### config.mk
export PLATFORM = sky130hd
export DESIGN_NAME = uart_tx_arbiter
export DESIGN_NICKNAME = d
export VERILOG_FILES = /design/src/rtl/uart_arb_pkg.sv /design/src/rtl/rr_arbiter.sv /design/src/rtl/uart_tx_arbiter.sv
export SDC_FILE = /design/constraint.sdc
export NUM_CORES = 1
export LEC_CHECK = 0
export CORE_MARGIN = 1
export CORE_UTILIZATION = 43
export DETAILED_ROUTE_END_ITERATION = 6
export PLACE_DENSITY_LB_ADDON = 0.3
export SLEW_MARGIN = 20
export SYNTH_ARGS = -nofsm -noshare
export SYNTH_HDL_FRONTEND = slang
export SYNTH_HIERARCHICAL = 1
export SYNTH_SLANG_ARGS = --single-unit
### constraint.sdc
create_clock -name clk -period 5 [get_ports clk]
set_clock_uncertainty 0.1 [all_clocks]
set_input_delay 0.75 -clock clk [delete_from_list [all_inputs] [get_ports clk]]
set_output_delay 0.75 -clock clk [all_outputs]
set_load 0.1 [all_outputs]
### src/rtl/uart_arb_pkg.sv
// Shared types for the UART TX arbiter: FSM state encoding, byte width and index sizing.
package uart_arb_pkg;

    localparam int BYTE_W = 8;

    typedef enum logic [2:0] {
        IDLE   = 3'd0,
        START0 = 3'd1,
        WAIT0  = 3'd2,
        START1 = 3'd3,
        WAIT1  = 3'd4,
        ACK    = 3'd5
    } arb_state_t;

    function automatic int idx_w(input int n);
        return (n > 1) ? $clog2(n) : 1;
    endfunction

endpackage

### src/rtl/rr_arbiter.sv
// Combinational round-robin pick: first asserted request at or after ptr, wrapping.
module rr_arbiter
    import uart_arb_pkg::*;
#(
    parameter int N_REQ = 4,
    parameter int IW    = idx_w(N_REQ)
) (
    input  logic [N_REQ-1:0] req,
    input  logic [IW-1:0]    ptr,
    output logic [IW-1:0]    grant_idx,
    output logic             grant_valid
);

    always_comb begin
        logic [N_REQ-1:0] rot;
        logic [IW:0]      sum;
        // rot[k] is the request k positions after ptr
        rot         = N_REQ'({req, req} >> ptr);
        sum         = '0;
        grant_idx   = '0;
        grant_valid = 1'b0;
        for (int k = N_REQ - 1; k >= 0; k--) begin
            if (rot[k]) begin
                sum = {1'b0, ptr} + (IW+1)'(k);
                if (sum >= (IW+1)'(N_REQ)) begin
                    sum = sum - (IW+1)'(N_REQ);
                end
                grant_idx   = sum[IW-1:0];
                grant_valid = 1'b1;
            end
        end
    end

endmodule

### src/rtl/uart_tx_arbiter.sv
// Round-robin sharing of one UART byte transmitter; each grant sends a response byte then a data byte.
// Optional per-byte tx_done watchdog enabled by defining UART_TX_TIMEOUT_EN.
module uart_tx_arbiter
    import uart_arb_pkg::*;
#(
    parameter int N_REQ       = 4,
    parameter int TIMEOUT_CYC = 50000
) (
    input  logic                      clk,
    input  logic                      rst,
    input  logic [N_REQ-1:0]          req,
    input  logic [BYTE_W*N_REQ-1:0]   resp_in,
    input  logic [BYTE_W*N_REQ-1:0]   dado_in,
    output logic [N_REQ-1:0]          ack,
    output logic                      tx_start,
    output logic [BYTE_W-1:0]         tx_data,
    input  logic                      tx_done,
    output logic                      busy,
    output logic                      timeout_err,
    output logic [2:0]                dbg_state
);

    localparam int IW = idx_w(N_REQ);

    arb_state_t        state, state_nx;
    logic [IW-1:0]     rr_ptr;
    logic [IW-1:0]     win_idx;
    logic [IW-1:0]     pick_idx;
    logic              pick_valid;
    logic [BYTE_W-1:0] resp_q;
    logic [BYTE_W-1:0] dado_q;
    logic              done_ok;
    logic              timed_out;

    rr_arbiter #(
        .N_REQ (N_REQ),
        .IW    (IW)
    ) u_rr (
        .req         (req),
        .ptr         (rr_ptr),
        .grant_idx   (pick_idx),
        .grant_valid (pick_valid)
    );

    // A tx_done coinciding with our own tx_start cannot belong to the byte just launched.
    assign done_ok = tx_done && !tx_start;

`ifdef UART_TX_TIMEOUT_EN
    localparam int TW = $clog2(TIMEOUT_CYC + 1);

    logic [TW-1:0] timer;
    logic          to_flag;

    assign timed_out = ((state == WAIT0) || (state == WAIT1)) && !done_ok &&
                       (timer == TW'(TIMEOUT_CYC - 1));

    always_ff @(posedge clk) begin
        if (rst) begin
            timer   <= '0;
            to_flag <= 1'b0;
        end else begin
            if ((state == WAIT0) || (state == WAIT1)) begin
                timer <= timer + TW'(1);
            end else begin
                timer <= '0;
            end
            if (state == IDLE) begin
                to_flag <= 1'b0;
            end else if (timed_out) begin
                to_flag <= 1'b1;
            end
        end
    end

    assign timeout_err = (state == ACK) && to_flag;
`else
    assign timed_out   = 1'b0;
    // Always false; keeps TIMEOUT_CYC referenced when the watchdog is not built.
    assign timeout_err = (TIMEOUT_CYC < 0);
`endif

    always_ff @(posedge clk) begin
        if (rst) begin
            state <= IDLE;
        end else begin
            state <= state_nx;
        end
    end

    always_comb begin
        state_nx = state;
        case (state)
            IDLE:    if (pick_valid) state_nx = START0;
            START0:  state_nx = WAIT0;
            WAIT0: begin
                if (done_ok)        state_nx = START1;
                else if (timed_out) state_nx = ACK;
            end
            START1:  state_nx = WAIT1;
            WAIT1:   if (done_ok || timed_out) state_nx = ACK;
            ACK:     state_nx = IDLE;
            default: state_nx = IDLE;
        endcase
    end

    always_comb begin
        ack = '0;
        if (state == ACK) begin
            ack[win_idx] = 1'b1;
        end
    end

    assign busy      = (state != IDLE);
    assign dbg_state = state;

    always_ff @(posedge clk) begin
        if (rst) begin
            tx_start <= 1'b0;
            tx_data  <= '0;
            rr_ptr   <= '0;
            win_idx  <= '0;
            resp_q   <= '0;
            dado_q   <= '0;
        end else begin
            tx_start <= 1'b0;
            case (state)
                IDLE: begin
                    if (pick_valid) begin
                        win_idx <= pick_idx;
                        resp_q  <= resp_in[BYTE_W*int'(pick_idx) +: BYTE_W];
                        dado_q  <= dado_in[BYTE_W*int'(pick_idx) +: BYTE_W];
                    end
                end
                START0: begin
                    tx_data  <= resp_q;
                    tx_start <= 1'b1;
                end
                START1: begin
                    tx_data  <= dado_q;
                    tx_start <= 1'b1;
                end
                ACK: begin
                    // The requester just served becomes lowest priority next round.
                    rr_ptr <= (win_idx == IW'(N_REQ - 1)) ? '0 : win_idx + IW'(1);
                end
                default: ;
            endcase
        end
    end

endmodule
* Word-level counts from Yosys, hierarchy flattened
Cells that the tools add are included.
Operators by class: reductions and logical operators 9, equality and inequality tests 9, shift-type cells 3, add/subtract/negate cells 8, divide/modulo/power cells 0, multiply operators 0, $lt $le $gt $ge 6, multiplexer cells 22, bitwise operators 0
Operators with widths (count):
- $shiftx A32 B6 Y8 | 2
- $mux W2 | 9
- $pmux W8 S2 | 1
- $pmux W3 S5 | 1
- $ge A3 B3 Y1 const B | 3
- $mux W3 | 3
- $shr A8 B2 Y4 | 1
- $sub A2 B1 Y2 const B | 4
- $add A2 B2 Y3 const B | 2
- $eq A3 B2 Y1 const B | 2
- $eq A3 B3 Y1 const B | 2
- $mux W1 | 6
- $ne A2 B2 Y1 const B | 3
- $mux W4 | 1
- $add A2 B1 Y3 const B | 1
- $eq A3 B1 Y1 const B | 1
- $ge A2 B3 Y1 const B | 1
- $logic_not A3 Y1 | 1
- $lt A2 B3 Y1 const B | 1
- $reduce_and A3 Y1 | 1
- $reduce_bool A3 Y1 | 1
- $add A2 B1 Y2 const B | 1
- $demux W1 S2 | 1
- $eq A2 B2 Y1 const B | 1
- 6 further kinds | 7
Word-level totals: output and inout bits 18, logic and storage cells 64, RAM bits 0, flip-flop bits (word level) 32, bits in latches 0, bits of input ports 71, memories kept 0, ROM bits 0

* Logic depth before layout (Yosys ltp)
Gate-level depths: netlist (run 1).
depth in word-level cells 8, gate-level depth with buffers 7, depth with buffers taken out 5

* Modules after synthesis
The synthesis (run 1) kept the hierarchy.
By module, submodules not included:
- uart_tx_arbiter | area each 1696.6 µm², times used 1, cells each 141, seq. area each 640.6 µm²
- rr_arbiter | area each 77.6 µm², times used 1, cells each 15, seq. area each 0.0 µm²

* Least setup slack after synthesis (run 1)
OpenSTA, ideal clock, no wires.
kind register to output, from register state[0] (netlist: dbg_state[0]), to output ack[0], data arrival time 2.321 ns, path slack 1.829 ns, path buffers 1, required time 4.150 ns, stages on the path, launching flop included 4, cells stage by stage dfxtp_1 > and3b_1 > clkbuf_1 > and2_1
Between the ends: longest elaborated chain between the ends 2
RTL lines:
- from (decl) | line uart_tx_arbiter.sv:25 | arb_state_t state, state_nx;
- from (signal assigned) | line uart_tx_arbiter.sv:86 | state <= state_nx;
- $eq A3 B3 Y1 | line uart_tx_arbiter.sv:108 | if (state == ACK) begin
- $mux W4 | line uart_tx_arbiter.sv:108
- to (decl) | line uart_tx_arbiter.sv:14 | output logic [N_REQ-1:0] ack,
No other way between the ends.

* Worst setup path in the final report (run 1)
from register state[1] (netlist: dbg_state[1]), to output ack[1]
The elaborated chain is that of the path after synthesis.

==> summary.md, run 1 <==
| Metric | Value |
|---|---|
| Outcome | `complete, no violations` |
| Crit share post-route | `69.4%` |
| Yosys top cell area share | `36.1%` |
| Headroom to the max-slew limit | `29.2%` |
| Most frequent cell after synthesis | `dfxtp_1` |
| Sequential-to-total area share from yosys stat | `36.1%` |
| RSZ-0062 raised after global routing | `no` |
| Async set-reset flop share out of synthesis | `0%` |
| Hold/Removal Path Class | `reg2reg` |
| Core area | `0.00380 mm^2` |
| Post-synth EDFFs | `0` |
| CTS clk-pin slew, worst paths | `0.07 ns` |
| Gr usage total | `20.2%` |
| Wire length of the first global-routing pass | `6.51 mm` |
| Startpoint types | `flop` |
| PortBufs | `87` |
| Tmin final | `3.47 ns` |
| HPWL after DPL | `3.26 mm` |
| Synth cell count leaders | `32 x dfxtp_1, 16 x a22o_1, 16 x mux4_2, 16 x nor2_1, 12 x mux2i_1` |
| Die Width | `66.2 um` |
| Largest fanout on the critical path | `17` |
| Synth warn | `6` |
| Antenna cells | `0` |
| CP Data Arrival Time | `2.62 ns` |
| Pwr dens | `436 mW/mm^2` |
| Sw Ratio | `41.1%` |
| H-tree Lvls | `2` |
| First-pass DRT Iterations | `4` |
| Post-route ant nets | `0` |
| Initial cell density of the core | `46.7%` |
| IO Count | `89` |
| Max frequency | `0.288 GHz` |
| Vias in the first global route | `1433` |
| Total wire length | `4.12 mm` |
| Clock tree sinks | `32` |
| Total negative slack | `0 ns` |
| Dominant cells by area after synthesis | `dfxtp_1 36%, mux4_2 20%, a22o_1 7.9%` |
| RD Place Congestion | `0.700` |
| Power share of the combinational group | `45.7%` |
| Internal power | `0.000704 W` |
| Post-CTS Hold Buffers | `0` |
| Via count | `1515` |
| GRT overflow | `0` |
| Place WS | `1.84 ns` |
| Leak | `1.03 nW` |
| Clock power share | `22.3%` |
| #FFs+latches synth | `32` |
| VDD IR-drop max | `0.181 mV` |
| Die area | `0.00439 mm^2` |
| CTS tree | `built` |
| Register share of total power | `32.0%` |
| Syn-to-layout area delta | `54.7%` |
| Setup crit end kind | `primary output` |
| Fin nets | `312` |
| Share of layout cells above drive strength 1 | `12.2%` |
| WL/cell | `14.4 um` |
| # resized after CTS | `0` |
| Max-capacitance violation count | `0` |
| Final Hold Viols | `0` |
| Antenna violations before repair | `0` |
| Site Rows | `22` |
| Ys flop type | `dfxtp_1` |
| Die outline height | `66.2 um` |
| Largest area contributor in the netlist | `dfxtp_1` |
| DR iter-0 viols | `106` |
| Slew of the pin with the lowest slew margin | `1.06 ns` |
| Max Buffers Root-to-Sink | `2` |
| Sw Pwr | `0.000492 W` |
| Cell variety after synth | `34` |
| Slowest stage delay, CP | `0.97 ns` |
| Via/cell ratio | `5.30` |
| Largest net degree at the start of global routing | `19` |
| Fill cells | `297` |
| CTS Buf Count | `5` |
| Clock latency on the worst-skew pair | `0.28 ns` |
| Cell Chain, Critical Path | `and3b_1 -> and2_1 -> clkdlybuf4s50_1` |
| Final number of setup-violating endpoints | `0` |
| Post-CTS Setup Bufs | `0` |
| Cell Area, Synth | `0.00177 mm^2` |
| Final worst-path setup slack | `1.53 ns` |
| Final max-slew violation count | `0` |
| CTS root buffer | `clkbuf_8` |
| Syn Area/Cell | `11.4 um^2` |
| Critical path data required time | `4.15 ns` |
| Syn Inst Count | `156` |
| Slowest stage cell, crit path | `clkdlybuf4s50_1` |
| Syn nets | `231` |
| Kind of critical path | `reg2out` |
| Number of remaining DRC errors | `0` |
[logic make-up (layout without fill, tap and decap cells)]
logic type               count (synthesis)  in the layout  share of synthesized area [%]
XOR/XNOR                                 1              1                          0.494
flip-flops                              32             32                           36.1
AO/OA/AOI/OAI                           34             34                           14.7
AND/OR/NAND/NOR                         34             34                           11.1
adder cells (fa/ha/maj)                  4              4                           2.82
buffers and inverters                   22            104                           7.40
other                                    1              1                          0.211
multiplexers                            28             28                           27.1
[metal layers]
metal / track usage [%] / vias to the layer above / part of all wire, %
li1: - / 746 / -
met1: 25.2 / 702 / 41
met2: 33.8 / 60 / 51
met3: 5.17 / 7 / 5.9
met4: 6.65 / 0 / 1.7
met5: 0 / - / 0
[cell type report]
cell class	count	area (um^2)	share of cell area [%]
Clock buffer	7	96.3	3.51
Clock inverter	1	30.0	1.09
Inverter	7	26.3	0.957
Multi-Input combinational cell	102	1010	36.6
Sequential cell	32	641	23.3
Tap cell	48	60.1	2.19
Timing Repair Buffer	89	886	32.3
[critical path, delay by kind of cell (launching register included)]
| kind | cells | cell delay, ns |
|---|---|---|
| buf+inv | 1 | 0.97 |
| flops | 1 | 0.85 |
| simple gates | 2 | 0.52 |
[registers in the layout, summed over array words and instances, names as in the netlist]
| name | cells |
|---|---|
| dbg_state | 3 |
| tx_start | 1 |
| tx_data | 8 |
| win_idx | 2 |
| rr_ptr | 2 |
| dado_q | 8 |
| resp_q | 8 |
[cells in the final DEF, fill, tap and decap left out, types with 2 or more instances in the layout]
master / count
clkdlybuf4s50_1: 87
dfxtp_1: 32
mux4_2: 16
a22o_1: 16
nor2_1: 16
mux2i_1: 12
a211oi_1: 8
inv_1: 7
clkbuf_8: 7
a21oi_1: 5
and2_1: 4
ha_1: 4
nor2b_1: 2
nand2b_1: 2
buf_4: 2
[path summary, 6_finish.rpt]
kind | start | to | slack (ns) | cells past startpoint
max | dbg_state[1] | ack[1] | 1.53 | 3
min | dado_q[0] | dado_q[0] | 0.38 | 1
max reg2reg | rr_ptr[0] | resp_q[3] | 2.83 | 6
min reg2reg | dado_q[0] | dado_q[0] | 0.38 | 1
[metrics by stage]
stage | util, % | total power (W) | std cells | hold WS (ns) | area [um^2]
4_1_cts | 72.3 | 0.00120 | 286 | 0.384 | 2750
5_1_grt | 72.3 | 0.00125 | 286 | 0.410 | 2750
2_1_floorplan | - | 0.000808 | 156 | 0.341 | 1770
3_5_place_dp | 68.9 | 0.000936 | 278 | 0.366 | 2620
6_report | 72.3 | 0.00120 | 286 | 0.383 | 2750
3_3_place_gp | 68.9 | 0.000928 | 278 | 0.363 | 2620
[power by group through the flow]
stage | clock network, W | registers, W | logic, W
6_report | 0.000267 | 0.000383 | 0.000546
5_1_grt | 0.000279 | 0.000393 | 0.000577
4_1_cts | 0.000270 | 0.000383 | 0.000550
3_5_place_dp | 0 | 0.000387 | 0.000549
3_3_place_gp | 0 | 0.000386 | 0.000542
2_1_floorplan | 0 | 0.000542 | 0.000266
Power figures use the tool's default switching activity.
==> run 2: changes to the inputs <==
--- a/config.mk
+++ b/config.mk
@@ -6,7 +6,7 @@
 export NUM_CORES = 1
 export LEC_CHECK = 0
 export CORE_MARGIN = 1
-export CORE_UTILIZATION = 43
+export CORE_UTILIZATION = 40
 export DETAILED_ROUTE_END_ITERATION = 6
 export PLACE_DENSITY_LB_ADDON = 0.3
 export SLEW_MARGIN = 20
==> constraint.sdc (replaced) <==
create_clock -name clk -period 3.6 [get_ports clk]
set_clock_uncertainty 0.1 [all_clocks]
set_input_delay 0.54 -clock clk [delete_from_list [all_inputs] [get_ports clk]]
set_output_delay 0.54 -clock clk [all_outputs]
set_load 0.1 [all_outputs]
==> summary.md, run 2 (synthesized netlist as in run 1, its figures left out) <==
| Metric | Value |
|---|---|
| Outcome | `complete, no violations` |
| Biggest regs | `dado_q x8, resp_q x8, tx_data x8` |
| Total wire length | `4.23 mm` |
| Logic depth of the worst setup path including buffers | `1` |
| Most common cell after layout, fill and taps aside | `clkdlybuf4s50_1` |
| Core area | `0.00412 mm^2` |
| HPWL after DPL | `3.37 mm` |
| Post-route ant nets | `0` |
| Largest fanout on the critical path | `10` |
| Slew of the pin with the lowest slew margin | `1.01 ns` |
| Post-CTS Hold Buffers | `0` |
| Wire length of the first global-routing pass | `6.31 mm` |
| Crit share post-route | `73.0%` |
| Headroom to the max-slew limit | `32.5%` |
| Sw Pwr | `0.000680 W` |
| # resized after CTS | `0` |
| Hold Path Stages | `1` |
| Pwr dens | `581 mW/mm^2` |
| Worst r2r path cells | `6` |
| Die outline height | `68.6 um` |
| Via count | `1529` |
| Tmin final | `2.63 ns` |
| CTS Buf Count | `5` |
| Sw Ratio | `43.4%` |
| GRT overflow | `0` |
| Antenna violations before repair | `0` |
| Slowest stage cell, crit path | `clkdlybuf4s50_1` |
| Register share of total power | `34.0%` |
| RSZ-0062 raised after global routing | `no` |
| Syn-to-layout area delta | `52.0%` |
| Gr usage total | `18.4%` |
| Die Width | `68.6 um` |
| Fin nets | `312` |
| Antenna cells | `0` |
| DP Area | `0.00261 mm^2` |
| WL/cell | `14.7 um` |
| Final Hold Viols | `0` |
| Clock power share | `17.8%` |
| Slowest stage delay, CP | `1.20 ns` |
| VDD IR-drop max | `0.245 mV` |
| Max frequency | `0.381 GHz` |
| RD Place Congestion | `0.681` |
| Post-CTS Setup Bufs | `0` |
| Final worst-path setup slack | `0.973 ns` |
| CTS clk-pin slew, worst paths | `0.06 ns` |
| H-tree Lvls | `2` |
| Share of layout cells above drive strength 1 | `13.9%` |
| Power share of the combinational group | `48.2%` |
| Cell Chain, Critical Path | `clkdlybuf4s50_1` |
| Most frequent cells in the layout | `81 x clkdlybuf4s50_1, 32 x dfxtp_1, 16 x mux4_2, 16 x a22o_1, 16 x nor2_1` |
| CTS root buffer | `clkbuf_8` |
| Critical path data required time | `2.96 ns` |
| Max-capacitance violation count | `0` |
| Die area | `0.00471 mm^2` |
| Setup crit end kind | `primary output` |
| Hold/Removal Path Class | `reg2reg` |
| Crit path buf inv count | `1` |
| Initial cell density of the core | `43.1%` |
| Final number of setup-violating endpoints | `0` |
| Hold_ws | `0.381 ns` |
| CP Data Arrival Time | `1.99 ns` |
| Largest net degree at the start of global routing | `19` |
| First-pass DRT Iterations | `4` |
| Place WS | `0.713 ns` |
| IO Count | `89` |
| Clock tree sinks | `32` |
| Startpoint types | `flop` |
| Number of remaining DRC errors | `0` |
| Kind of critical path | `reg2out` |
| CTS tree | `built` |
| PortBufs | `87` |
| Critical path's top delay family | `buffers and inverters` |
| Final max-slew violation count | `0` |
| Clock latency on the worst-skew pair | `0.28 ns` |
| Via/cell ratio | `5.31` |
| Total negative slack | `0 ns` |
| Fin area | `0.00270 mm^2` |
| Internal power | `0.000887 W` |
| DR iter-0 viols | `95` |
| Site Rows | `23` |
| Vias in the first global route | `1405` |
| Max Buffers Root-to-Sink | `2` |
| Leak | `1.02 nW` |
## run 2: changes by cell type in the layout (fill, tap and decap cells not counted)
cell | before | now
clkbuf_1 | 0 | 2
buf_4 | 2 | 8
clkdlybuf4s50_1 | 87 | 81
clkbuf_8 | 7 | 6
bufinv_16 | 1 | 0
## run 2: final timing paths
check,from,endpoint,slack [ns]
max,dbg_state[2],dbg_state[2],0.97
min reg2reg,resp_q[3],resp_q[3],0.38
max reg2reg,rr_ptr[0],resp_q[3],1.42
min,resp_q[3],resp_q[3],0.38
## run 2: layout make-up
type | instances | area [um^2]
Fill cell | 359 | 1420
Multi-Input combinational cell | 102 | 1010
Sequential cell | 32 | 641
Clock buffer | 8 | 90.1
Inverter | 7 | 26.3
Tap cell | 50 | 62.6
Timing Repair Buffer | 89 | 871
## run 2: stage by stage
stage,cells,utilization (%),power (W)
finish,288,65.5,0.00157
CTS,288,65.5,0.00158
global placement,280,63.3,0.00129
global route,288,65.5,0.00164
floorplan,156,-,0.00112
detailed placement,280,63.3,0.00130
## run 2: power groups by stage
stage / Combinational (W) / Clock, W / Sequential (W)
detailed placement: 0.000759 / 0 / 0.000539
global placement: 0.000750 / 0 / 0.000538
global route: 0.000797 / 0.000300 / 0.000546
floorplan: 0.000369 / 0 / 0.000753
CTS: 0.000761 / 0.000282 / 0.000533
finish: 0.000755 / 0.000278 / 0.000533
## run 2: routing by layer
metal | wire length [um] | share of wire [%] | up-vias | GRT usage (%)
met2 | 2110 | 50 | 65 | 29.9
met5 | 0 | 0 | - | 0
met3 | 249 | 5.9 | 5 | 4.44
met1 | 1820 | 43 | 716 | 24.2
met4 | 54 | 1.3 | 0 | 5.47
li1 | - | - | 743 | -
